[src/rtl/ftoi_pipe.sv]
// ftoi_pipe: two-stage binary32 -> signed int32 converter.
// Stage 1 classifies the operand and registers the significand and shift amount.
// Stage 2 shifts, rounds to nearest with ties away from zero, negates, and
// registers the result with its invalid/inexact flags.
// Handshake: valid/ready with elastic back-pressure. Bubbles collapse, and a
// full pipe holds at most two operands.

module ftoi_pipe (
  input  logic        clk,
  input  logic        rstn,
  input  logic        in_valid,
  output logic        in_ready,
  input  logic [31:0] in_x,
  output logic        out_valid,
  input  logic        out_ready,
  output logic [31:0] out_y,
  output logic [1:0]  out_flags
);

  // Operand classes decided in stage 1. ClsMinInt is the single exactly
  // representable value at exponent 158, which is -2^31.
  typedef enum logic [2:0] {
    ClsZero,
    ClsSmall,
    ClsNormal,
    ClsSatPos,
    ClsSatNeg,
    ClsMinInt,
    ClsNan
  } cls_e;

  localparam logic [31:0] IntMax = 32'h7FFF_FFFF;
  localparam logic [31:0] IntMin = 32'h8000_0000;

  // Handshake controls.
  logic s1_valid_q;
  logic s2_load;
  logic s1_load;
  logic accept;

  // Stage-1 state.
  logic        s1_sign_q;
  cls_e        s1_cls_q;
  logic [23:0] s1_sig_q;
  logic [4:0]  s1_shamt_q;

  // Stage-1 next-state values, derived from in_x.
  logic        x_sign;
  logic [7:0]  x_exp;
  logic [22:0] x_frac;
  cls_e        cls_d;
  logic [23:0] sig_d;
  logic [4:0]  shamt_d;

  // Stage-2 datapath.
  logic [55:0] wide;
  logic [31:0] mag_trunc;
  logic        rnd_bit;
  logic        sticky;
  logic [31:0] mag;
  logic [31:0] res;
  logic [31:0] y_d;
  logic [1:0]  flags_d;

  // Load enables. A stalled output blocks stage 2, and stage 2 blocks stage 1
  // only when stage 1 is occupied. out_ready reaches in_ready combinationally.
  always_comb begin
    s2_load  = ~out_valid | out_ready;
    s1_load  = ~s1_valid_q | s2_load;
    in_ready = s1_load;
    accept   = in_valid & s1_load;
  end

  // Classify the incoming operand and prepare the significand and shift amount.
  always_comb begin
    x_sign  = in_x[31];
    x_exp   = in_x[30:23];
    x_frac  = in_x[22:0];
    cls_d   = ClsZero;
    sig_d   = '0;
    shamt_d = '0;
    if (x_exp == 8'hFF && x_frac != 23'd0) begin
      cls_d = ClsNan;
    end else if (x_exp == 8'd0) begin
      cls_d = ClsZero;
    end else if (x_exp <= 8'd125) begin
      cls_d = ClsSmall;
    end else if (x_exp <= 8'd157) begin
      cls_d   = ClsNormal;
      sig_d   = {1'b1, x_frac};
      // e - 126 spans exactly 0..31 here, so modulo-32 arithmetic on the
      // low five exponent bits gives the same value (126 mod 32 = 30).
      shamt_d = x_exp[4:0] - 5'd30;
    end else if (x_sign && x_exp == 8'd158 && x_frac == 23'd0) begin
      cls_d = ClsMinInt;
    end else if (x_sign) begin
      cls_d = ClsSatNeg;
    end else begin
      cls_d = ClsSatPos;
    end
  end

  // Stage-1 register. Valid follows the handshake; data updates only on accept.
  always_ff @(posedge clk or negedge rstn) begin
    if (!rstn) begin
      s1_valid_q <= 1'b0;
      s1_sign_q  <= 1'b0;
      s1_cls_q   <= ClsZero;
      s1_sig_q   <= '0;
      s1_shamt_q <= '0;
    end else begin
      if (s1_load) begin
        s1_valid_q <= in_valid;
      end
      if (accept) begin
        s1_sign_q  <= x_sign;
        s1_cls_q   <= cls_d;
        s1_sig_q   <= sig_d;
        s1_shamt_q <= shamt_d;
      end
    end
  end

  // Shift, round and negate. wide holds value * 2^24, with the integer part in
  // [55:24], the first discarded bit at 23, and the remaining fraction below it.
  always_comb begin
    wide      = {32'd0, s1_sig_q} << s1_shamt_q;
    mag_trunc = wide[55:24];
    rnd_bit   = wide[23];
    sticky    = |wide[22:0];
    // Cannot overflow: the largest magnitude below 2^31 has no fraction bits.
    mag       = mag_trunc + {31'd0, rnd_bit};
    res       = s1_sign_q ? (32'd0 - mag) : mag;
  end

  // Select the final result and flags for the stage-1 class.
  always_comb begin
    y_d     = '0;
    flags_d = 2'b00;
    unique case (s1_cls_q)
      ClsZero: begin
        y_d     = '0;
        flags_d = 2'b00;
      end
      ClsSmall: begin
        y_d     = '0;
        flags_d = 2'b01;
      end
      ClsNormal: begin
        y_d     = res;
        flags_d = {1'b0, rnd_bit | sticky};
      end
      ClsSatPos: begin
        y_d     = IntMax;
        flags_d = 2'b10;
      end
      ClsSatNeg: begin
        y_d     = IntMin;
        flags_d = 2'b10;
      end
      ClsMinInt: begin
        y_d     = IntMin;
        flags_d = 2'b00;
      end
      ClsNan: begin
        y_d     = IntMax;
        flags_d = 2'b10;
      end
      default: begin
        y_d     = '0;
        flags_d = 2'b00;
      end
    endcase
  end

  // Output register. It holds steady while the consumer stalls.
  always_ff @(posedge clk or negedge rstn) begin
    if (!rstn) begin
      out_valid <= 1'b0;
      out_y     <= '0;
      out_flags <= '0;
    end else if (s2_load) begin
      out_valid <= s1_valid_q;
      if (s1_valid_q) begin
        out_y     <= y_d;
        out_flags <= flags_d;
      end
    end
  end

endmodule

[config.mk]
export PLATFORM = sky130hd
export DESIGN_NAME = ftoi_pipe
export DESIGN_NICKNAME = d
export VERILOG_FILES = /design/src/rtl/ftoi_pipe.sv
export SDC_FILE = /design/constraint.sdc
export NUM_CORES = 1
export LEC_CHECK = 0
export ABC_AREA = 1
export CAP_MARGIN = 20
export CORE_MARGIN = 8
export CORE_UTILIZATION = 40
export DETAILED_ROUTE_END_ITERATION = 8
export GPL_TIMING_DRIVEN = 0
export SYNTH_ARGS = -nofsm -noshare
export SYNTH_HDL_FRONTEND = slang
export SYNTH_SLANG_ARGS = --single-unit
[constraint.sdc]
create_clock -name clk -period 10.7 [get_ports clk]
set_clock_uncertainty 0.1 [all_clocks]
set_input_delay 2.675 -clock clk [delete_from_list [all_inputs] [get_ports clk]]
set_output_delay 2.675 -clock clk [all_outputs]
set_load 0.01 [all_outputs]
Yosys cells after proc, flatten, opt, wreduce, memory -nomap -nowiden
Index checks and enable logic that the tools add are counted.
{ "op_classes": {"n_bitwise": 6, "n_mux": 17, "n_div": 0, "reduce_logical": 11, "n_addsub": 3, "multipliers": 0, "n_eq_ne": 8, "order_cmp": 2, "n_shift": 1} }
{ "ops": {"columns": ["cell", "count"], "rows": [
  ["$mux W24", 4],
  ["$pmux W32 S3", 1],
  ["$shl A24 B5 Y56", 1],
  ["$add A32 B1 Y32", 1],
  ["$mux W32", 1],
  ["$sub A1 B32 Y32 const A", 1],
  ["$logic_not A23 Y1", 1],
  ["$reduce_bool A23 Y1", 1],
  ["$reduce_or A23 Y1", 1],
  ["$mux W5", 4],
  ["$mux W3", 6],
  ["$eq A8 B8 Y1 const B", 2],
  ["$eq A3 B3 Y1 const B", 3],
  ["$le A8 B7 Y1 const B", 1],
  ["$le A8 B8 Y1 const B", 1],
  ["$logic_not A8 Y1", 1],
  ["$eq A3 B2 Y1 const B", 2],
  ["$pmux W2 S3", 1],
  ["$sub A5 B5 Y5 const B", 1],
  ["$reduce_or A2 Y1", 2],
  ["$eq A3 B1 Y1 const B", 1],
  ["$logic_and A1 B1 Y1", 3],
  ["$or A1 B1 Y1", 3],
  ["$reduce_or A3 Y1", 1],
  ["3 further kinds", 4]
]} }
{ "totals": {"word_cells": 56, "reg_bits": 69, "romBits": 0, "ram_bits": 0, "latch_bits": 0, "output_inout_bits": 36, "n_memories": 0} }

Depth between registers and ports, before layout
Gate-level depths: netlist of run 1.
{ "depth": {"word_depth": 8, "ltp_mapped": 29, "ltp_nobuf": 27} }

Worst setup path before layout of run 1
No wires, ideal clock.
{ "synth_timing": {"kind": "in2out", "from": "input port out_ready", "to": "output port in_ready", "arrival_ns": 2.859, "required_ns": 7.925, "slack_ns": 5.066, "stages": 2, "path_cell_list": "inv_1 nand3_1"} }
{ "synth_via": {"elab_chain_cells": 2} }
{ "synth_lines": {"columns": ["element", "line_no", "rtl"], "rows": [
  ["start, declared", "15", "input logic out_ready,"],
  ["$or A1 B1 Y1", "68", "s2_load = ~out_valid | out_ready;"],
  ["$or A1 B1 Y1", "69", "s1_load = ~s1_valid_q | s2_load;"],
  ["end, declared", "12", "output logic in_ready,"]
]} }
Every way passes these cells.

Final worst setup path of run 1
Same ends and word-level chain as after synthesis.

==> results of run 1 <==
==> final cells by class <==
class | count | area share
buffer | 51 | 0.0380
clock buffer | 9 | 0.0269
clock inverter | 7 | 0.00599
inverter | 84 | 0.0397
multi-input combinational | 936 | 0.561
sequential | 69 | 0.206
tap | 225 | 0.0337
timing repair buffer | 72 | 0.0880
==> stage by stage <==
step           instance area (µm²)  setup slack (ps)
2_1_floorplan                 7070              5070
3_3_place_gp                  8060              4070
3_5_place_dp                  8090              4090
4_1_cts                       8360              4080
5_1_grt                       8360              4010
6_report                      8360              4100
==> cell usage in the layout (no fill, tap or decap), types with 3 or more instances in the layout <==
master           instances
a21oi_1                 41
a22oi_1                  3
buf_2                   20
buf_4                    3
buf_6                    8
clkbuf_1                17
clkbuf_16                9
clkdlybuf4s50_1         70
clkinv_2                 3
clkinvlp_4               3
dfrtp_1                 69
ha_1                     4
inv_1                   75
inv_2                    6
nand2_1                350
nand2_2                 48
nand2_4                  7
nand3_1                203
nand3_2                 37
nand3b_1                 7
nand4_1                 20
nor2_1                 101
nor2_2                  17
nor2_4                   8
nor2_8                   4
nor3_1                  13
nor4_1                   5
o21ai_0                 34
o21ai_1                  9
o22ai_1                  6
==> power by group through the flow <==
stage,clock (W),sequential [W],combinational (W)
after CTS,0.000287,0.000369,0.000651
after global placement,0,0.000374,0.000644
after detailed placement,0,0.000374,0.000649
after floorplan,0,0.000395,0.000374
after global routing,0.000302,0.000377,0.000720
final,0.000282,0.000369,0.000652
==> final timing paths <==
check | start | to | slack [ps]
max in group asynchronous | rstn | s1_sig_q[14] | 7860
worst min-delay path | out_flags[1] | out_flags[1] | 390
worst max-delay path | out_ready | in_ready | 4100
min in group asynchronous | rstn | s1_sig_q[7] | 2080
worst max register to register | s1_shamt_q[4] | out_y[31] | 6180
worst min register to register | out_flags[1] | out_flags[1] | 390
==> sequential cells by signal, indices dropped and copies added, names as in the netlist <==
register and count:
s1_sign_q 1, s1_sig_q 24, s1_cls_q 3, out_flags 2, out_valid 1, s1_shamt_q 5
s1_valid_q 1, out_y 32
==> metal layers <==
layer,share of wire,global-route usage,up-vias
li1,-,-,3946
met1,0.44,0.285,3679
met4,0.037,0.0964,0
met3,0.058,0.0373,51
met5,0,0,-
met2,0.46,0.372,315
==> critical path, delay by kind of cell <==
kind          cells  cell delay (ps)
buf+inv           3             1050
simple gates      1              100
==> cells by family after synthesis <==
family,Yosys count,share of synthesized area
XOR/XNOR,4,0.00496
AND/OR/NAND/NOR,825,0.572
flip-flops,69,0.244
adder cells (fa/ha/maj),4,0.00708
AO/OA/AOI/OAI,103,0.0795
buffers and inverters,135,0.0919
==> results.sh, run 1 <==
export IMPL_status="finished clean"
export IMPL_critPathCaptureType="output pin"
export IMPL_grt_pass1_vias=7636
export IMPL_cts_buffers=9
export IMPL_crit_slowest_cell="clkdlybuf4s50_1"
export IMPL_globalplace_congestion=0.980
export IMPL_setup_violations_final=0
export IMPL_synthDistinctLibCells=44
export IMPL_seq_power_share=0.283
export IMPL_route_detailed_drc=0
export IMPL_finalHoldViolations=0
export IMPL_avgSynthCellArea_um2=6.20
export IMPL_synth_nets=1180
export IMPL_wl_per_cell_um=16.9
export IMPL_synth_warnings=0
export IMPL_worst_pin_slew_ps=721
export IMPL_std_cell_rows=48
export IMPL_synth_top_area_share=0.244
export IMPL_cts_tree="yes"
export IMPL_fillCellCount=1889
export IMPL_p_leak_nw=3.98
export IMPL_relSlewSlack=0.516
export IMPL_p_clk_frac=0.217
export IMPL_regArea_um2=1730
export IMPL_clock_path_buffers=2
export IMPL_rsz0062_at_grt="false"
export IMPL_grt_pass1_wl_um=40100
export IMPL_num_vias=7991
export IMPL_min_period_over_period=0.617
export IMPL_drtIter0Drc=697
export IMPL_layout_nets=1263
export IMPL_wirelength_um=24600
export IMPL_finalCoreUtilization=0.483
export IMPL_dpl_hpwl_um=20300
export IMPL_crit_path_max_incr_delay_ps=560
export IMPL_hold_class="flip-flop to flip-flop"
export IMPL_chipWidth_um=149
export IMPL_cts_hold_buf=0
export IMPL_r2r_cells=23
export IMPL_syn_cell_area_um2=7070
export IMPL_period_minus_slack_ps=6600
export IMPL_grtUsageTotal=0.225
export IMPL_netlist_top_cells_count="350 x nand2_1, 203 x nand3_1, 101 x nor2_1"
export IMPL_p_comb_frac=0.500
export IMPL_ant_nets=0
export IMPL_post_cts_buffers=0
export IMPL_cpMostUsedCell="clkdlybuf4s50_1"
export IMPL_drv_cap=0
export IMPL_ys_flop_type="dfrtp_1"
export IMPL_p_per_area_nw_per_um2=156
export IMPL_ir_drop_v=0.000105
export IMPL_coreArea_um2=17300
export IMPL_drt_vias_per_instance=5.50
export IMPL_ys_seq_elements=69
export IMPL_p_int_w=0.000745
export IMPL_setup_tns_ps=0
export IMPL_diodes=0
export IMPL_grt_remaining_overflow=0
export IMPL_synth_area_leader_cell="dfrtp_1"
export IMPL_antenna_found_initial=0
export IMPL_power_total_w=0.00130
export IMPL_clock_sinks=69
export IMPL_switching_share=0.428
export IMPL_placed_cells=1437
export IMPL_syn2layout_area_growth_pct=18.3
export IMPL_hold_depth=2
export IMPL_worstSkewPairLatency_ps=340
export IMPL_yosysSeqAreaShare=0.244
export IMPL_fmax_mhz=152
export IMPL_yosysMostFrequentCell="nand2_1"
export IMPL_path_max_fanout=3
export IMPL_path_clk_slew_ps=60
export IMPL_netlist_top_cells_area="dfrtp_1 24%, nand2_1 19%, nand3_1 14%"
export IMPL_die_y_um=149
export IMPL_hold_worst_slack_ps=386
export IMPL_dr_pass1_iters=8
export IMPL_synth_edf_count=0
export IMPL_critPathArrivalTime_ps=3820
export IMPL_power_switching_w=0.000558
export IMPL_report_final_slew_viol_count=0
export IMPL_numPortBuffers=71
export IMPL_initial_core_util=0.409
export IMPL_worst_setup_path_start_kind="input pin"
export IMPL_path_cells="clkdlybuf4s50_1 -> inv_1 -> nand3_1 -> clkdlybuf4s50_1"
export IMPL_syn_inst=1140
export IMPL_final_cells=1453
export IMPL_ios=72
export IMPL_htree_levels=3
export IMPL_multi_input_area_um2=4690
export IMPL_layout_drive_gt1_share=0.150
export IMPL_cp_required_ps=7930
export IMPL_synth_async_reset_ratio=1.00
export IMPL_ctsResizeCount=0
export IMPL_cts_root_buf="clkbuf_16"
export IMPL_grt_max_degree=60
export IMPL_crit_type="input pin to output pin"
export IMPL_dieArea_um2=22200
No activity file was read; power rests on OpenSTA's default activity.
==> run 2: changes to the inputs <==
- clock period: 10.7 -> 5.65 ns (I/O delays scaled with it)
==> results.sh, run 2 (same netlist as run 1, synthesis figures left out) <==
export IMPL_status="finished clean"
export IMPL_path_delay_family="buffers and inverters"
export IMPL_largest_reg_flops=32
export IMPL_relSlewSlack=0.509
export IMPL_fillCellCount=1889
export IMPL_ant_nets=0
export IMPL_rsz0062_at_grt="false"
export IMPL_clock_sinks=69
export IMPL_fmax_mhz=219
export IMPL_hold_depth=2
export IMPL_dr_pass1_iters=5
export IMPL_setup_violations_final=0
export IMPL_wirelength_um=24500
export IMPL_r2r_cells=23
export IMPL_finalCoreUtilization=0.483
export IMPL_seq_power_share=0.283
export IMPL_layout_nets=1263
export IMPL_path_clk_slew_ps=60
export IMPL_p_comb_frac=0.501
export IMPL_grt_pass1_vias=7636
export IMPL_num_vias=8017
export IMPL_numPortBuffers=71
export IMPL_wl_met1_um=10700
export IMPL_largest_register="out_y"
export IMPL_top_layer_used="met4"
export IMPL_grtUsageTotal=0.225
export IMPL_setup_tns_ps=0
export IMPL_p_leak_nw=3.98
export IMPL_cp_buffers_inverters=6
export IMPL_reg_largest_list="out_y x32, s1_sig_q x24, s1_shamt_q x5"
export IMPL_final_cell_mix="350 x nand2_1, 203 x nand3_1, 101 x nor2_1"
export IMPL_die_y_um=149
export IMPL_grt_pass1_wl_um=40100
export IMPL_r2r_end="out_y[31]"
export IMPL_dpl_hpwl_um=20300
export IMPL_drv_cap=0
export IMPL_ctsResizeCount=0
export IMPL_hold_class="flip-flop to flip-flop"
export IMPL_path_cells="clkbuf_2 -> inv_1 -> buf_2 -> buf_2 -> buf_2 -> buf_2 -> nand2_1 -> o21ai_0 -> ha_1 -> ha_1 -> nand2_2 -> nor2_8 -> nand2_4 -> nor2_4 -> nand3_2 -> nand2_1 -> nand2_1 -> nor2_1 -> nand2_1 -> nand2_1 -> nand2_1 -> o21ai_1 -> a21oi_1"
export IMPL_coreArea_um2=17300
export IMPL_clock_path_buffers=2
export IMPL_setup_ws_ps=1080
export IMPL_wl_per_cell_um=16.9
export IMPL_path_max_fanout=10
export IMPL_report_final_slew_viol_count=0
export IMPL_worst_setup_path_start_kind="flip-flop"
export IMPL_cts_tree="yes"
export IMPL_placed_cells=1437
export IMPL_syn2layout_area_growth_pct=18.3
export IMPL_chipWidth_um=149
export IMPL_switching_share=0.428
export IMPL_critPathArrivalTime_ps=4680
export IMPL_p_clk_frac=0.216
export IMPL_ios=72
export IMPL_cts_buffers=9
export IMPL_worst_pin_slew_ps=730
export IMPL_globalplace_congestion=0.980
export IMPL_min_period_over_period=0.809
export IMPL_dr_wl_met2_um=11400
export IMPL_final_cells=1453
export IMPL_p_int_w=0.00141
export IMPL_power_switching_w=0.00105
export IMPL_finalHoldViolations=0
export IMPL_min_to="out_flags[1]"
export IMPL_ir_drop_v=0.000199
export IMPL_std_cell_rows=48
export IMPL_route_detailed_drc=0
export IMPL_cpMostUsedCell="nand2_1"
export IMPL_grt_max_degree=60
export IMPL_post_cts_buffers=0
export IMPL_drtIter0Drc=684
export IMPL_diodes=0
export IMPL_drt_vias_per_instance=5.52
export IMPL_wl_met3_um=1520
export IMPL_htree_levels=3
export IMPL_crit_path_max_incr_delay_ps=360
export IMPL_period_minus_slack_ps=4570
export IMPL_reg2reg_from="s1_shamt_q[4]"
export IMPL_worstSkewPairLatency_ps=340
export IMPL_min_from="out_flags[1]"
export IMPL_initial_core_util=0.409
export IMPL_cp_required_ps=5760
export IMPL_crit_type="flip-flop to flip-flop"
export IMPL_layout_commonest_cell="nand2_1"
export IMPL_crit_slowest_cell="dfrtp_1"
export IMPL_p_per_area_nw_per_um2=295
export IMPL_regToRegSetupSlack_ps=1080
export IMPL_critPathCaptureType="flip-flop"
export IMPL_cts_root_buf="clkbuf_16"
export IMPL_pre_cts_ws_ps=1190
export IMPL_antenna_found_initial=0
export IMPL_dieArea_um2=22200
export IMPL_layout_drive_gt1_share=0.150
export IMPL_cts_hold_buf=0
export IMPL_grt_remaining_overflow=0
run 2: how the worst max path moves through the flow:
stage / startpoint / to / slack (ps) / depth (start not counted)
4_1_cts: s1_shamt_q[4] / out_y[31] / 1180 / 23
6_report: s1_shamt_q[4] / out_y[31] / 1080 / 23
3_3_place_gp: rstn / s1_sig_q[2] / 400 / 1
3_5_place_dp: s1_shamt_q[4] / out_y[31] / 1190 / 23
5_1_grt: s1_shamt_q[4] / out_y[29] / 840 / 25
2_1_floorplan: s1_shamt_q[4] / out_y[29] / 2210 / 25
run 2: layer usage:
metal | track usage | up-vias
li1 | - | 3947
met1 | 0.285 | 3693
met3 | 0.0373 | 50
met5 | 0 | -
met4 | 0.0979 | 0
met2 | 0.371 | 327
run 2: through the flow:
stage | hold slack, ps | area, µm² | total power (W)
floorplan | 371 | 7070 | 0.00146
global placement | 376 | 8060 | 0.00193
detailed placement | 381 | 8090 | 0.00194
CTS | 396 | 8360 | 0.00248
global route | 426 | 8360 | 0.00265
finish | 386 | 8360 | 0.00246
run 2: worst register-to-register path, cell delays in order (launching register included):
cell and delay, ps:
dfrtp_1 360, clkbuf_2 210, inv_1 120, buf_2 250
buf_2 270, buf_2 270, buf_2 320, nand2_1 80
o21ai_0 160, ha_1 280, ha_1 270, nand2_2 120
nor2_8 180, nand2_4 110, nor2_4 180, nand3_2 110
nand2_1 130, nand2_1 100, nor2_1 170, nand2_1 70
nand2_1 80, nand2_1 80, o21ai_1 330, a21oi_1 110
run 2: area by class of cell:
cell class	count	area, µm²	area share
Buffer	51	318	0.0380
Clock buffer	9	225	0.0269
Clock inverter	7	50.0	0.00599
Inverter	84	332	0.0397
Multi-Input combinational cell	936	4690	0.561
Sequential cell	69	1730	0.206
Tap cell	225	282	0.0337
Timing Repair Buffer	72	736	0.0880
run 2: power groups by stage:
stage | logic (W) | registers (W) | clock network (W)
3_5_place_dp | 0.00123 | 0.000709 | 0
4_1_cts | 0.00123 | 0.000700 | 0.000543
2_1_floorplan | 0.000709 | 0.000747 | 0
3_3_place_gp | 0.00122 | 0.000708 | 0
5_1_grt | 0.00136 | 0.000713 | 0.000571
6_report | 0.00123 | 0.000698 | 0.000532
